--- src/rtl/hue_pkg.sv ---
// Shared definitions for the hue pipeline stages: function codes carried as
// sideband tags, per-beat flag bundle, and the divider latency helper.
package hue_pkg;

  // Hue function codes, carried through the divider as the opaque tag.
  localparam logic [1:0] HUE_FN_R    = 2'd0;
  localparam logic [1:0] HUE_FN_G    = 2'd1;
  localparam logic [1:0] HUE_FN_B    = 2'd2;
  localparam logic [1:0] HUE_FN_NONE = 2'd3;

  // Per-beat flags decided in the input stage and carried to the output.
  typedef struct packed {
    logic dbz;   // denominator was zero
    logic sat;   // |num| >= den, quotient clamps to all ones
    logic sign;  // result is negative (already masked for dbz and zero)
  } div_flags_t;

  // Cycles from an accepted input to o_valid with no stall:
  // input stage + one stage per fraction bit + output register.
  function automatic int hue_div_latency(input int frac_w);
    return frac_w + 2;
  endfunction

endpackage

--- src/rtl/hue_div_step.sv ---
// One registered restoring-division step: doubles the remainder, subtracts
// the divisor when it fits, and shifts the resulting bit into the quotient.
// Divisor, flags and tag ride along unchanged.
module hue_div_step
  import hue_pkg::*;
#(
  parameter int DEN_W  = 8,
  parameter int FRAC_W = 15,
  parameter int TAG_W  = 2
) (
  input  logic              i_clk,
  input  logic              i_rst,
  input  logic              i_en,
  input  logic              i_valid,
  input  logic [DEN_W:0]    i_rem,
  input  logic [DEN_W-1:0]  i_den,
  input  logic [FRAC_W-1:0] i_quot,
  input  div_flags_t        i_flags,
  input  logic [TAG_W-1:0]  i_tag,
  output logic              o_valid,
  output logic [DEN_W:0]    o_rem,
  output logic [DEN_W-1:0]  o_den,
  output logic [FRAC_W-1:0] o_quot,
  output div_flags_t        o_flags,
  output logic [TAG_W-1:0]  o_tag
);

  logic [DEN_W+1:0]  w_rem2;
  logic              w_fits;
  logic [DEN_W:0]    w_rem_next;
  logic [FRAC_W-1:0] w_quot_next;

  logic              r_valid;
  logic [DEN_W:0]    r_rem;
  logic [DEN_W-1:0]  r_den;
  logic [FRAC_W-1:0] r_quot;
  div_flags_t        r_flags;
  logic [TAG_W-1:0]  r_tag;

  // Restoring step: compare 2r against den on the full width so the top bit
  // of a saturating beat cannot alias; the kept remainder fits in DEN_W+1.
  // NOTE: every signal gets a value on every path through always_comb, so no
  // latch can be inferred.
  always_comb begin
    w_rem2         = {i_rem, 1'b0};
    w_fits         = (w_rem2 >= {2'b00, i_den});
    w_rem_next     = w_fits ? (w_rem2[DEN_W:0] - {1'b0, i_den}) : w_rem2[DEN_W:0];
    w_quot_next    = i_quot << 1;
    w_quot_next[0] = w_fits;
  end

  // Beat-valid bit: cleared by reset, advances only on global enable.
  // NOTE: clocked state uses non-blocking assignments so every flop samples
  // pre-edge values regardless of evaluation order.
  always_ff @(posedge i_clk or posedge i_rst) begin
    if (i_rst) begin
      r_valid <= 1'b0;
    end else if (i_en) begin
      r_valid <= i_valid;
    end
  end

  // Datapath payload: advances with the valid bit, holds on stall.
  // NOTE: payload flops are not reset; the valid bit alone qualifies them,
  // so resetting them would add reset fan-out for no behavioural gain.
  always_ff @(posedge i_clk) begin
    if (i_en) begin
      r_rem   <= w_rem_next;
      r_den   <= i_den;
      r_quot  <= w_quot_next;
      r_flags <= i_flags;
      r_tag   <= i_tag;
    end
  end

  assign o_valid = r_valid;
  assign o_rem   = r_rem;
  assign o_den   = r_den;
  assign o_quot  = r_quot;
  assign o_flags = r_flags;
  assign o_tag   = r_tag;

endmodule

--- src/rtl/hue_div_pipe.sv ---
// Pipelined saturating divider for the hue stage: |num| * 2^FRAC_W / den with
// sign, divide-by-zero flag and a pass-through tag. One beat per cycle, with
// a single global advance enable driven by downstream backpressure.
module hue_div_pipe
  import hue_pkg::*;
#(
  parameter int NUM_W  = 8,
  parameter int DEN_W  = 8,
  parameter int FRAC_W = 15,
  parameter int TAG_W  = 2
) (
  input  logic              i_clk,
  input  logic              i_rst,
  input  logic [NUM_W:0]    i_num,
  input  logic [DEN_W-1:0]  i_den,
  input  logic [TAG_W-1:0]  i_tag,
  input  logic              i_valid,
  output logic              o_ready,
  output logic [FRAC_W-1:0] o_quot,
  output logic              o_sign,
  output logic              o_dbz,
  output logic [TAG_W-1:0]  o_tag,
  output logic              o_valid,
  input  logic              i_ready
);

  // Whole pipeline moves together whenever the output slot is free or drained.
  logic w_en;
  logic r_o_valid;

  assign w_en    = i_ready | ~r_o_valid;
  assign o_ready = w_en;

  // ---------------------------------------------------------------- S0
  logic             w_s;
  logic [NUM_W:0]   w_a;
  logic [DEN_W:0]   w_a_ext;
  div_flags_t       w_s0_flags;

  logic             r_s0_valid;
  logic [DEN_W:0]   r_s0_rem;
  logic [DEN_W-1:0] r_s0_den;
  div_flags_t       r_s0_flags;
  logic [TAG_W-1:0] r_s0_tag;

  // Magnitude, sign and special-case flags of the incoming beat; the most
  // negative numerator maps to 2^NUM_W, which still fits in NUM_W+1 bits.
  always_comb begin
    w_s             = i_num[NUM_W];
    w_a             = w_s ? (~i_num + (NUM_W+1)'(1)) : i_num;
    w_a_ext         = (DEN_W+1)'(w_a);
    w_s0_flags.dbz  = (i_den == '0);
    w_s0_flags.sat  = ~w_s0_flags.dbz & (w_a_ext >= {1'b0, i_den});
    w_s0_flags.sign = w_s & ~w_s0_flags.dbz & (w_a != '0);
  end

  // Input-stage valid: a beat is taken whenever the pipeline advances.
  always_ff @(posedge i_clk or posedge i_rst) begin
    if (i_rst) begin
      r_s0_valid <= 1'b0;
    end else if (w_en) begin
      r_s0_valid <= i_valid;
    end
  end

  // Input-stage payload: initial remainder is |num|, divisor and flags latch.
  always_ff @(posedge i_clk) begin
    if (w_en) begin
      r_s0_rem   <= w_a_ext;
      r_s0_den   <= i_den;
      r_s0_flags <= w_s0_flags;
      r_s0_tag   <= i_tag;
    end
  end

  // ---------------------------------------------------------------- S1..S(FRAC_W)
  logic              w_valid [1:FRAC_W];
  logic [DEN_W:0]    w_rem   [1:FRAC_W];
  logic [DEN_W-1:0]  w_den   [1:FRAC_W];
  logic [FRAC_W-1:0] w_quot  [1:FRAC_W];
  div_flags_t        w_flags [1:FRAC_W];
  logic [TAG_W-1:0]  w_tag   [1:FRAC_W];

  for (genvar k = 1; k <= FRAC_W; k++) begin : g_step
    logic              w_v_in;
    logic [DEN_W:0]    w_r_in;
    logic [DEN_W-1:0]  w_d_in;
    logic [FRAC_W-1:0] w_q_in;
    div_flags_t        w_f_in;
    logic [TAG_W-1:0]  w_t_in;

    if (k == 1) begin : g_head
      assign w_v_in = r_s0_valid;
      assign w_r_in = r_s0_rem;
      assign w_d_in = r_s0_den;
      assign w_q_in = '0;
      assign w_f_in = r_s0_flags;
      assign w_t_in = r_s0_tag;
    end else begin : g_body
      assign w_v_in = w_valid[k-1];
      assign w_r_in = w_rem[k-1];
      assign w_d_in = w_den[k-1];
      assign w_q_in = w_quot[k-1];
      assign w_f_in = w_flags[k-1];
      assign w_t_in = w_tag[k-1];
    end

    hue_div_step #(
      .DEN_W  (DEN_W),
      .FRAC_W (FRAC_W),
      .TAG_W  (TAG_W)
    ) u_step (
      .i_clk   (i_clk),
      .i_rst   (i_rst),
      .i_en    (w_en),
      .i_valid (w_v_in),
      .i_rem   (w_r_in),
      .i_den   (w_d_in),
      .i_quot  (w_q_in),
      .i_flags (w_f_in),
      .i_tag   (w_t_in),
      .o_valid (w_valid[k]),
      .o_rem   (w_rem[k]),
      .o_den   (w_den[k]),
      .o_quot  (w_quot[k]),
      .o_flags (w_flags[k]),
      .o_tag   (w_tag[k])
    );
  end

  // The final remainder and divisor are not needed past the last step.
  logic w_unused_tail;
  assign w_unused_tail = ^{w_rem[FRAC_W], w_den[FRAC_W]};

  // ---------------------------------------------------------------- output
  logic [FRAC_W-1:0] w_quot_out;
  logic [FRAC_W-1:0] r_o_quot;
  logic              r_o_sign;
  logic              r_o_dbz;
  logic [TAG_W-1:0]  r_o_tag;

  // Final quotient selection: zero on divide-by-zero, clamp on saturation.
  always_comb begin
    w_quot_out = w_quot[FRAC_W];
    if (w_flags[FRAC_W].dbz) begin
      w_quot_out = '0;
    end else if (w_flags[FRAC_W].sat) begin
      w_quot_out = '1;
    end
  end

  // Output register: data only loads with a real beat, so it holds otherwise.
  always_ff @(posedge i_clk or posedge i_rst) begin
    if (i_rst) begin
      r_o_valid <= 1'b0;
      r_o_quot  <= '0;
      r_o_sign  <= 1'b0;
      r_o_dbz   <= 1'b0;
      r_o_tag   <= '0;
    end else if (w_en) begin
      r_o_valid <= w_valid[FRAC_W];
      if (w_valid[FRAC_W]) begin
        r_o_quot <= w_quot_out;
        r_o_sign <= w_flags[FRAC_W].sign;
        r_o_dbz  <= w_flags[FRAC_W].dbz;
        r_o_tag  <= w_tag[FRAC_W];
      end
    end
  end

  assign o_valid = r_o_valid;
  assign o_quot  = r_o_quot;
  assign o_sign  = r_o_sign;
  assign o_dbz   = r_o_dbz;
  assign o_tag   = r_o_tag;

endmodule

--- config.mk ---
export PLATFORM = sky130hd
export DESIGN_NAME = hue_div_pipe
export DESIGN_NICKNAME = d
export VERILOG_FILES = /design/src/rtl/hue_pkg.sv /design/src/rtl/hue_div_step.sv /design/src/rtl/hue_div_pipe.sv
export SDC_FILE = /design/constraint.sdc
export NUM_CORES = 1
export LEC_CHECK = 0
export BUFFER_PORTS_ARGS = -buffer_cell sky130_fd_sc_hd__buf_4
export CAP_MARGIN = 20
export CORE_MARGIN = 2
export CORE_UTILIZATION = 55
export DETAILED_ROUTE_END_ITERATION = 7
export PLACE_DENSITY = 0.71
export REMOVE_ABC_BUFFERS = 1
export SLEW_MARGIN = 25
export SYNTH_ARGS = -nofsm -noshare
export SYNTH_HDL_FRONTEND = slang
export SYNTH_SLANG_ARGS = --single-unit
--- constraint.sdc ---
create_clock -name i_clk -period 23.3 [get_ports i_clk]
set_clock_uncertainty 0.15 [all_clocks]
set_input_delay 0 -clock i_clk [delete_from_list [all_inputs] [get_ports i_clk]]
set_output_delay 0 -clock i_clk [all_outputs]
set_load 0.01 [all_outputs]
# ---- After elaboration in Yosys (flattened, before gate mapping)
# Index checks and enable logic that the tools add are counted.
dict set report op_classes {
  addsub 15
  bitwise 7
  reduce_logical 3
  magnitude_cmp 16
  muxes 17
}
# cell n
set op_table {}
lappend op_table {{$ge A10 B8 Y1} 15}
lappend op_table {{$mux W9} 15}
lappend op_table {{$sub A9 B8 Y9} 14}
lappend op_table {{$mux W15} 2}
lappend op_table {{$add A9 B1 Y9 const B} 1}
lappend op_table {{$ge A9 B8 Y1} 1}
lappend op_table {{$not A9 Y9} 1}
lappend op_table {{$reduce_bool A9 Y1} 1}
lappend op_table {{$logic_not A8 Y1} 1}
lappend op_table {{$and A1 B1 Y1} 3}
lappend op_table {{$not A1 Y1} 2}
lappend op_table {{$reduce_and A2 Y1} 1}
lappend op_table {{$or A1 B1 Y1} 1}
dict set report word_totals {
  elab_cells 202
  regBits 491
  inputBits 23
}

# ---- Longest topological paths before layout
dict set report depth {
  depth_word 5
  mapped_depth 10
}

# ---- Modules after synthesis
# Synthesis repeated with hierarchy kept, for this count alone.
dict set report unflattened {
  cells_unflattened 1813
  area_unflattened_um2 27644.0
}
# module n_inst cells_per_inst area_per_inst_um2
set modules_own_cells {}
lappend modules_own_cells {hue_div_step 15 110 1712.9}
lappend modules_own_cells {hue_div_pipe 1 163 1950.6}

# ---- Least setup slack after synthesis
# No wires, ideal clock.
dict set report synth_path {
  path_type {register to register}
  start {register r_o_valid, in the netlist o_valid}
  end {register g_step[10].u_step.r_valid}
  path_buffers 2
  setup_slack_ns 8.073
  t_arrival_ns 14.942
  stages_incl_launch_ff 5
  path_cell_list {dfrtp_1 > nand2b_1 > buf_2 > buf_1 > mux2_2}
}
dict set report synth_via {
  elab_chain_cells 2
}
# item line_no
set synth_lines {}
lappend synth_lines {{start, declared} hue_div_pipe.sv:29} ;# logic r_o_valid;
lappend synth_lines {{start signal, assigned} hue_div_pipe.sv:161} ;# r_o_valid <= w_valid[FRAC_W];
lappend synth_lines {{$not A1 Y1} hue_div_pipe.sv:31} ;# assign w_en = i_ready | ~r_o_valid;
lappend synth_lines {{$or A1 B1 Y1} hue_div_pipe.sv:31}
lappend synth_lines {{named net o_ready} hue_div_pipe.sv:18} ;# output logic o_ready,
lappend synth_lines {{end signal, assigned} hue_div_step.sv:59} ;# r_valid <= i_valid;
lappend synth_lines {{end, declared} hue_div_step.sv:33} ;# logic r_valid;
# The timed path passes the listed nets, and every way through them passes these cells.
# A chain may end at the register's enable or synchronous reset.

# ---- Final worst setup path
dict set report layout_path {
  start {register r_o_valid, in the netlist o_valid}
  end {register g_step[9].u_step.r_rem[3], enable pin}
}
dict set report layout_via {
  elab_chain_cells 2
}
# item line_no
set layout_lines {}
lappend layout_lines {{$not A1 Y1} hue_div_pipe.sv:31}
lappend layout_lines {{$or A1 B1 Y1} hue_div_pipe.sv:31}
lappend layout_lines {{end signal, assigned} hue_div_step.sv:68} ;# r_rem <= w_rem_next;
lappend layout_lines {{end, declared} hue_div_step.sv:34} ;# logic [DEN_W:0] r_rem;
# No other way between the ends.

==> run_results.csv <==
group,metric,value,unit
floorplanning,die_x,208,um
floorplanning,coreArea,40900,sq um
critical_path,endpoint_kind,"register",
global_routing,gr-usage-all-layers,17.9,%
floorplanning,die_h,208,um
logic_synthesis,postSynth.asyncResetShare,7.33,%
critical_path,critPathKind,"register to register",
sta,rsz0062_at_grt,"no",
clock_tree,cts.clk_slew.worst_paths,60,ps
critical_path,slowest_delay,810,ps
pwr,p_comb_share,40.7,%
sta,worst_slew_pin_slew,984,ps
drt,routed_wl,38000,um
placed_design,post-place-ws,19640,ps
pwr,switchingPower,0.00145,W
drt,drt_iter0_markers,826,
clock_tree,cts.path.max_buffers,3,
global_routing,grt_pass1_vias,12900,
critical_path,r2r_cells,5,
clock_tree,cts.htree.levels,2,
floorplanning,start_util,55.8,%
floorplanning,io_pins,44,
sta,timing_hold_violations_final,0,
worst_hold_path,holdPathStages,2,
final_layout,drive_above_1_share,14.7,%
clock_tree,cts_tree,"built",
placed_design,gp_congestion,0.847,
pwr,internal-power,0.00283,W
final_layout,n_antenna_cell,0,
drt,viasPerCell,5.50,
logic_synthesis,yosysWarnings,0,
placed_design,placed_area,23800,sq um
outcome,run_status,"completed",
sta,setup_ws,20020,ps
final_layout,seq_area,14600,sq um
sta,fmax,0.305,GHz
critical_path,rrSetupSlack,20020,ps
logic_synthesis,ys_types,58,
final_layout,nets,1925,
pwr,switching_share,33.9,%
pwr,seqPwrFrac,40.7,%
sta,setup_viol_count_final,0,
pwr,clkPwrFrac,18.5,%
clock_tree,cts.sinks,491,
critical_path,arrival,3390,ps
critical_path,crit_top_cell,"buf_4",
floorplanning,die_area,43200,sq um
clock_tree,clock_latency,590,ps
clock_tree,cts_inserted_buffers,50,
critical_path,cp_slowest_cell,"buf_4",
pwr,leakagePower,10.3,nW
critical_path,cp-endpoint,"g_step[9].u_step.o_rem[3]",
pwr,ir_drop,77.2,uV
global_routing,overflow,0,
critical_path,startpoint,"o_valid",
placed_design,port_buffers,43,
critical_path,path_cells,"nand2b_4 -> buf_16 -> buf_4 -> buf_4 -> buf_12",
drt,drtPass1Iterations,5,
logic_synthesis,syn_inst,1634,
critical_path,path_delay_family,"buffers and inverters",
global_routing,antenna_found_initial,0,
critical_path,cp.depth,5,
pwr,power.density,165,nW/um^2
global_routing,grt_pass1_wl,63100,um
sta,slew_violations,0,
drt,wire_per_inst,16.3,um
sta,fin_crit_sh,14.1,%
clock_tree,postCtsSetupBuffers,0,
final_layout,multi_input_area,7560,sq um
drt,detail-route-antenna-nets,0,
logic_synthesis,ys_seq_area_share,63.8,%
sta,period_needed,3280,ps
critical_path,r2r_start,"o_valid",
sta,hold_slack,40.9,ps
critical_path,r2r-end,"g_step[9].u_step.o_rem[3]",
clock_tree,post_cts_resized,0,
logic_synthesis,synth_edf_count,455,
clock_tree,cts_hold_buf,37,
final_layout,finalInstanceArea,25900,sq um
sta,fin_tns_setup,0,ps
final_layout,fill_cells,3037,
logic_synthesis,synth-main-ff-cell,"edfxtp_1",
worst_hold_path,hp-class,"input pin to register",
placed_design,dp_hpwl,26000,um
floorplanning,fp-row-count,74,
final_layout,areaGrowthSynthToFinish,13.5,%
logic_synthesis,synth_area,22800,sq um
critical_path,cp_data_required_time,23410,ps
critical_path,cp_max_fo,83,
drt,vias,12800,
critical_path,cp-start-kind,"register",
drt,drcViolationCount,0,
run,drv_cap,0,
critical_path,crit_buf_inv,4,
logic_synthesis,syn_area_per_cell,14.0,sq um
clock_tree,cts_root_buffer,"clkbuf_16",
sta,slew_headroom,34.4,%
logic_synthesis,ys_ff_latch,491,
global_routing,grt_max_degree,89,
==> state kept, by name (all words and copies together) (netlist names), 2 cells and up <==
| name | cells |
|---|---|
| g_step.u_step.o_tag | 30 |
| g_step.u_step.o_valid | 15 |
| g_step.u_step.o_quot | 120 |
| o_quot | 15 |
| g_step.w_d_in | 8 |
| g_step.w_f_in | 3 |
| g_step.w_r_in | 9 |
| g_step.w_t_in | 2 |
| o_tag | 2 |
| g_step.u_step.o_rem | 126 |
| g_step.u_step.o_flags | 45 |
| g_step.u_step.o_den | 112 |
==> synthesized netlist by cell type (11+ instances only) <==
cell        n  area (sq um)
mux2_2    104          1170
o31ai_1    17           128
nor3_1     21           105
a21oi_1    69           345
fa_1       14           280
a21o_1     18           135
nor2_1    111           417
nand2_1    55           206
nand3_1    33           165
xnor2_1    53           464
mux2i_1    42           420
o211ai_1   16           120
and2_1     11          68.8
inv_1     172           646
nor4b_1    12           105
dfrtp_1    36           901
nor2b_1    21           131
nand2b_1   44           275
a211oi_1   23           173
o21ai_0    49           245
edfxtp_1  455         13700
ha_1      128          1600
==> cell usage in the layout (no fill, tap or decap), types with 23 or more instances in the layout <==
cell type      Yosys  final
a21oi_1           69     69
buf_4              0     49
dfrtp_1           36     36
nand3_1           33     33
mux2i_1           42     42
xnor2_1           53     53
nor2_1           111    111
o21ai_0           49     49
clkbuf_16          0     51
nand2_1           55     54
ha_1             128    128
dlygate4sd3_1      0     38
mux2_2           104    104
nand2b_1          44     43
edfxtp_1         455    455
a211oi_1          23     23
inv_1            172    172
==> worst min path at each step <==
stage | startpoint | end | slack, ps
final | i_den[4] | g_step[1].w_d_in[4] | 40
after global routing | i_den[4] | g_step[1].w_d_in[4] | 20
after CTS | i_den[4] | g_step[1].w_d_in[4] | 0.5
after detailed placement | i_rst | o_quot[14] | -2
after global placement | i_rst | g_step[1].w_v_in | -9
after floorplan | i_den[0] | g_step[1].w_d_in[0] | -50
==> area by class of cell <==
class	instances	share of cell area, %
clock buffers	64	5.27
multi-input cells	955	29.2
well taps	532	2.57
clock inverters	28	1.14
inverters	172	2.49
repair buffers	90	3.12
flip-flops and latches	491	56.2
==> cells by family (layout without fill, tap and decap cells) <==
group           count (synthesis)  after routing  share of synthesized area (%)
compound gates                254            254                           7.42
xor+xnor                       53             53                           2.03
buf+inv                       188            354                           3.14
flops                         491            491                           63.8
mux                           146            146                           6.97
fa+ha+maj                     142            142                           8.24
simple gates                  360            360                           8.41
==> per-layer routing <==
layer	vias to the layer above	global-route usage (%)	share of wire (%)
met4	0	5.82	2.6
met5	-	0	0
met1	6212	23.6	45
met2	216	30.3	49
li1	6318	-	-
met3	84	3.33	3.9
==> metrics by stage <==
step / utilization [%] / cells / total power, W
floorplan: - / 1618 / 0.00316
global placement: 58.2 / 2200 / 0.00341
detailed placement: 58.2 / 2200 / 0.00348
CTS: 63.1 / 2329 / 0.00431
global route: 63.3 / 2332 / 0.00460
finish: 63.3 / 2332 / 0.00428
==> power by group through the flow <==
stage / clock, W / combinational (W) / sequential, W
final: 0.000793 / 0.00174 / 0.00174
after global placement: 0 / 0.00165 / 0.00176
after floorplan: 0 / 0.00137 / 0.00179
after detailed placement: 0 / 0.00172 / 0.00177
after CTS: 0.000815 / 0.00174 / 0.00175
after global routing: 0.000852 / 0.00196 / 0.00179
Note: power is estimated with default switching activity, not from simulation.
